$ cat config.mk
export PLATFORM = sky130hd
export DESIGN_NAME = mem_wb_stage
export DESIGN_NICKNAME = d
export VERILOG_FILES = /design/src/rtl/pipe_pkg.sv /design/src/rtl/load_ext.sv /design/src/rtl/mem_wb_stage.sv
export SDC_FILE = /design/constraint.sdc
export NUM_CORES = 1
export LEC_CHECK = 0
export CELL_PAD_IN_SITES_DETAIL_PLACEMENT = 0
export CELL_PAD_IN_SITES_GLOBAL_PLACEMENT = 1
export CORE_MARGIN = 2
export CORE_UTILIZATION = 36
export DETAILED_ROUTE_END_ITERATION = 6
export GPL_TIMING_DRIVEN = 0
export PLACE_DENSITY_LB_ADDON = 0.1
export RECOVER_POWER = 50
export SYNTH_ARGS = -nofsm -noshare
export SYNTH_HDL_FRONTEND = slang
export SYNTH_HIERARCHICAL = 1
export SYNTH_SLANG_ARGS = --single-unit
$ cat constraint.sdc
create_clock -name clk -period 2.6 [get_ports clk]
set_input_delay 0.52 -clock clk [delete_from_list [all_inputs] [get_ports clk]]
set_output_delay 0.52 -clock clk [all_outputs]
set_load 0.005 [all_outputs]
$ cat src/rtl/pipe_pkg.sv
// Encodings and widths shared by the pipeline stages.
package pipe_pkg;

    localparam int XLEN = 32;

    typedef enum logic [1:0] {
        WD_ALU = 2'b00,
        WD_MEM = 2'b01,
        WD_PC4 = 2'b10,
        WD_RSV = 2'b11
    } wd_sel_e;

    typedef enum logic [2:0] {
        DM_LW  = 3'b000,
        DM_LH  = 3'b001,
        DM_LHU = 3'b010,
        DM_LB  = 3'b011,
        DM_LBU = 3'b100
    } dmtype_e;

endpackage

$ cat src/rtl/load_ext.sv
// Combinational load extractor: picks the byte/halfword out of an aligned word and extends it.
module load_ext
    import pipe_pkg::*;
(
    input  logic [2:0]      i_dmtype,
    input  logic [1:0]      i_addr_lo,
    input  logic [XLEN-1:0] i_word,
    output logic [XLEN-1:0] o_result
);

    logic [15:0] w_half;
    logic [7:0]  w_byte;

    always_comb begin
        w_half = i_addr_lo[1] ? i_word[31:16] : i_word[15:0];
        w_byte = i_word[7:0];
        case (i_addr_lo)
            2'd1:    w_byte = i_word[15:8];
            2'd2:    w_byte = i_word[23:16];
            2'd3:    w_byte = i_word[31:24];
            default: w_byte = i_word[7:0];
        endcase
    end

    // Undefined load types fall back to a full-word load.
    always_comb begin
        case (i_dmtype)
            DM_LH:   o_result = {{16{w_half[15]}}, w_half};
            DM_LHU:  o_result = {16'd0, w_half};
            DM_LB:   o_result = {{24{w_byte[7]}}, w_byte};
            DM_LBU:  o_result = {24'd0, w_byte};
            default: o_result = i_word;
        endcase
    end

endmodule

$ cat src/rtl/mem_wb_stage.sv
// MEM/WB pipeline register with write-back mux and retirement counter.
// Macro WB_INSTRET_EN builds the 64-bit instret counter; otherwise instret is tied to 0.
module mem_wb_stage
    import pipe_pkg::*;
(
    input  logic            clk,
    input  logic            rst,
    input  logic            stall,
    input  logic            flush,
    input  logic            in_valid,
    input  logic            in_rf_wr,
    input  logic [4:0]      in_rd,
    input  logic [1:0]      in_wd_sel,
    input  logic [2:0]      in_dmtype,
    input  logic [1:0]      in_addr_lo,
    input  logic [XLEN-1:0] in_alu_res,
    input  logic [XLEN-1:0] in_mem_data,
    input  logic [XLEN-1:0] in_pc,
    output logic            RFWr,
    output logic [4:0]      WrDtAdr,
    output logic [XLEN-1:0] WrDt,
    output logic            fwd_valid,
    output logic [63:0]     instret
);

    logic            r_valid;
    logic            r_rf_wr;
    logic [4:0]      r_rd;
    logic [1:0]      r_wd_sel;
    logic [2:0]      r_dmtype;
    logic [1:0]      r_addr_lo;
    logic [XLEN-1:0] r_alu_res;
    logic [XLEN-1:0] r_mem_data;
    logic [XLEN-1:0] r_pc;
    logic [XLEN-1:0] w_load_val;

    // Flush only kills the valid bit; the payload is irrelevant once invalid.
    always_ff @(posedge clk or negedge rst) begin
        if (!rst) begin
            r_valid    <= 1'b0;
            r_rf_wr    <= 1'b0;
            r_rd       <= '0;
            r_wd_sel   <= '0;
            r_dmtype   <= '0;
            r_addr_lo  <= '0;
            r_alu_res  <= '0;
            r_mem_data <= '0;
            r_pc       <= '0;
        end else if (flush) begin
            r_valid    <= 1'b0;
        end else if (!stall) begin
            r_valid    <= in_valid;
            r_rf_wr    <= in_rf_wr;
            r_rd       <= in_rd;
            r_wd_sel   <= in_wd_sel;
            r_dmtype   <= in_dmtype;
            r_addr_lo  <= in_addr_lo;
            r_alu_res  <= in_alu_res;
            r_mem_data <= in_mem_data;
            r_pc       <= in_pc;
        end
    end

    load_ext u_load_ext (
        .i_dmtype  (r_dmtype),
        .i_addr_lo (r_addr_lo),
        .i_word    (r_mem_data),
        .o_result  (w_load_val)
    );

    // Outputs depend on registered state only, so they are steady across the whole cycle.
    always_comb begin
        case (r_wd_sel)
            WD_ALU:  WrDt = r_alu_res;
            WD_MEM:  WrDt = w_load_val;
            WD_PC4:  WrDt = r_pc + 32'd4;
            default: WrDt = '0;
        endcase
    end

    assign RFWr      = r_valid & r_rf_wr & (r_rd != 5'd0) & (r_wd_sel != WD_RSV);
    assign WrDtAdr   = r_rd;
    assign fwd_valid = RFWr;

`ifdef WB_INSTRET_EN
    logic        w_retire;
    logic [63:0] r_instret;

    // The held entry retires when it leaves the stage, even if a flush lands on the same edge.
    assign w_retire = r_valid & ~stall;

    always_ff @(posedge clk or negedge rst) begin
        if (!rst) begin
            r_instret <= '0;
        end else if (w_retire) begin
            r_instret <= r_instret + 64'd1;
        end
    end

    assign instret = r_instret;
`else
    assign instret = '0;
`endif

endmodule

==> flow_summary.yaml, run 1 <==
global_routing:
  grt_remaining_overflow: 0
  grt_pass1_vias: 5663
  grt_first_pass_wirelength_mm: 32.9
  antenna_found_initial: 2
  grt_start_max_net_pins: 69
  grtUsageTotal_pct: 21.6
timing:
  hold_violations: 0
  setup_viol: 31
  whs_ns: 0.319
  rsz0062_at_grt: "yes"
  timing.slew.headroom_pct: 31.8
  max_freq_mhz: 356
  period_minus_slack_ns: 2.81
  drv_slew: 0
  worstMarginPinSlew_ns: 1.02
  setup-tns-final_ns: -3.38
  fin_ws_ns: -0.212
  skew_ns: 0
  finalCritPeriodShare_pct: 108
detailed_routing:
  first_iter_violations: 216
  drc: 0
  wl_per_cell_um: 19.2
  drt-pass1-iter-count: 5
  drt.antenna.violating_nets: 0
  avgViaCountPerCell: 4.96
  drt_wl_total_mm: 21.6
  vias: 5570
min_path:
  hp-class: "primary input to asynchronous set/reset pin"
setup_path:
  rrSetupSlack_ns: 1.47
  startpoint_type: "flip-flop"
  path_class: "flip-flop to output pin"
  cp_data_arrival_time_ns: 2.29
  cp.required_ns: 2.08
  worstSetupEndpointType: "output pin"
  crit_fanout: 7
yosys:
  synth_edf_count: 0
  synthTopCellsByCount: "110 x dfrtp_1, 104 x mux2_2, 66 x buf_4"
  synth_flop_cell: "dfrtp_1"
  synth.distinct_cells: 54
  ys_seq_area_share_pct: 40.3
  synth_area_leader_cell: "dfrtp_1"
  ys_seq_elements: 110
  synthTopCellsByArea: "dfrtp_1 40%, mux2_2 17%, buf_4 7.3%"
  syn_inst: 619
  yosysMostFrequentCell: "dfrtp_1"
  yosysWarnings: 6
  netlist_area_um2: 6830
  async_flop_share_pct: 100
  yosys.area.top_type_share_pct: 40.3
  synth.avg_cell_area_um2: 11.0
die:
  start_util_pct: 36.6
  die_h_um: 142
  pin_count: 217
  core-area_um2: 18600
  die_x_um: 142
  die_area_um2: 20100
  rows: 50
cells_and_area:
  nFillCells: 1697
  drive_gt1_share_pct: 42.6
  nets: 997
  syn2layout_area_growth_pct: 44.9
clock_tree:
  cts_max_level: 3
  cts-hold-fix-buffers: 0
  cts.sinks: 110
  cts_tree: "done"
  cts_buffer_depth: 2
  cts_buffers: 9
  root_buffer: "clkbuf_16"
  clk_pin_slew_ns: 0.08
  clock_latency_ns: 0.35
power:
  vdd_drop_max_mv: 0.325
  leakage_nw: 4.21
  totalPowerFinal_mw: 6.10
  power_density_nw_per_um2: 617
run_status:
  violations: "setup timing"
  status: "finished, violations left"
placement:
  place_congestion: 0.860
  dp_hpwl_mm: 16.4
  io_buffers: 152
run:
  maxCapViolCount: 0
==> cells in the final DEF (no fill, tap or decap), types with 8 or more instances in the layout <==
master,Yosys,routed
a221o_1,8,8
buf_2,12,36
buf_4,66,97
buf_6,4,17
clkbuf_1,19,12
clkbuf_16,0,9
clkdlybuf4s50_1,0,117
conb_1,1,64
dfrtp_1,110,98
dfrtp_2,0,12
mux2_2,104,103
mux2i_1,25,21
mux4_2,8,8
nand2_1,32,32
nand3_1,10,9
nor2_1,19,18
nor2b_1,10,10
nor3_1,10,9
o21ai_0,24,12
o21ai_1,0,10
o22ai_1,23,13
o2bb2ai_2,0,9
xnor2_1,18,17
xor2_1,9,8
==> cells by family (layout without fill, tap and decap cells) <==
family | Yosys count | count (layout) | synth area share (%)
buffers and inverters | 113 | 318 | 10.5
XOR/XNOR | 28 | 28 | 3.86
AND/OR/NAND/NOR | 122 | 122 | 10.4
adder cells (fa/ha/maj) | 1 | 1 | 0.183
multiplexers | 137 | 137 | 23.4
flip-flops | 110 | 110 | 40.3
AO/OA/AOI/OAI | 107 | 107 | 11.2
other | 1 | 66 | 0.0549
==> flip-flops by register name, summed over array words and instances (netlist names) <==
name	count
r_alu_res	32
r_mem_data	32
r_pc	32
WrDtAdr	5
r_dmtype	3
r_addr_lo	2
r_wd_sel	2
r_rf_wr	1
r_valid	1
==> metal layers <==
layer  wire (µm)  up-vias  part of all wire (%)  global-route usage, %
met5           0        -                     0                      0
met4         537        0                   2.5                   7.11
met3        1030       30                   4.8                   3.44
met2       10900      193                    50                   37.9
met1        9170     2697                    42                   27.3
li1            -     2650                     -                      -
==> worst paths after layout <==
kind / endpoint / start / cells past startpoint
max in group asynchronous: r_pc[17] / rst / 2
worst max-delay path: WrDt[30] / r_dmtype[1] / 10
worst min-delay path: r_mem_data[4] / rst / 1
min in group clk: r_alu_res[7] / r_alu_res[7] / 1
worst min register to register: r_alu_res[7] / r_alu_res[7] / 1
worst max register to register: r_wd_sel[1] / r_wd_sel[1] / 2
==> stage by stage <==
step	area (µm²)	std cells	utilization, %	setup WS, ns
5_1_grt	9900	1123	53.1	-0.287
2_1_floorplan	7070	682	-	0.411
6_report	9900	1123	53.1	-0.212
3_5_place_dp	8910	1069	47.8	-0.419
4_1_cts	9660	1116	51.8	-0.219
3_3_place_gp	8880	1068	47.6	-3.27
==> worst max-delay path: stages (launching register included) <==
cell       delay (ns)
dfrtp_1          0.40
buf_6            0.14
or2_1            0.22
buf_6            0.15
xnor2_4          0.14
buf_6            0.14
buf_6            0.11
o2bb2ai_2        0.10
mux2i_1          0.23
o22ai_1          0.13
buf_2            0.17
==> area by class of cell <==
| type | instances | area, µm² | share of cell area, % |
|---|---|---|---|
| multi-input cells | 459 | 4040 | 40.8 |
| flip-flops and latches | 110 | 2770 | 28.0 |
| repair buffers | 194 | 1730 | 17.5 |
| plain buffers | 100 | 728 | 7.36 |
| well taps | 234 | 293 | 2.96 |
| clock buffers | 10 | 239 | 2.41 |
| clock inverters | 6 | 68.8 | 0.695 |
| inverters | 8 | 32.5 | 0.329 |
| diodes | 2 | 5.00 | 0.0506 |
==> repair_timing <==
| item | CTS | global route |
|---|---|---|
| endpoints found under the setup margin | 72 | 34 |
| gates resized for setup | 211 | 49 |
| buffers inserted | 33 | 8 |
| pin swaps | 35 | 19 |
==> where the power goes <==
part,total (mW),internal [mW],switching (mW)
registers,2.26,1.96,0.293
logic,2.38,1.30,1.08
clock network,1.47,0.784,0.682
total,6.10,4.05,2.05
(Power assumes the default switching activity.)
==> run 2, diff against run 1 <==
--- a/config.mk
+++ b/config.mk
@@ -5,6 +5,7 @@
 export SDC_FILE = /design/constraint.sdc
 export NUM_CORES = 1
 export LEC_CHECK = 0
+export CAP_MARGIN = 20
 export CELL_PAD_IN_SITES_DETAIL_PLACEMENT = 0
 export CELL_PAD_IN_SITES_GLOBAL_PLACEMENT = 1
 export CORE_MARGIN = 2
==> results of run 2 <==
Final layout, timing and power as in run 1 (identical DEF).
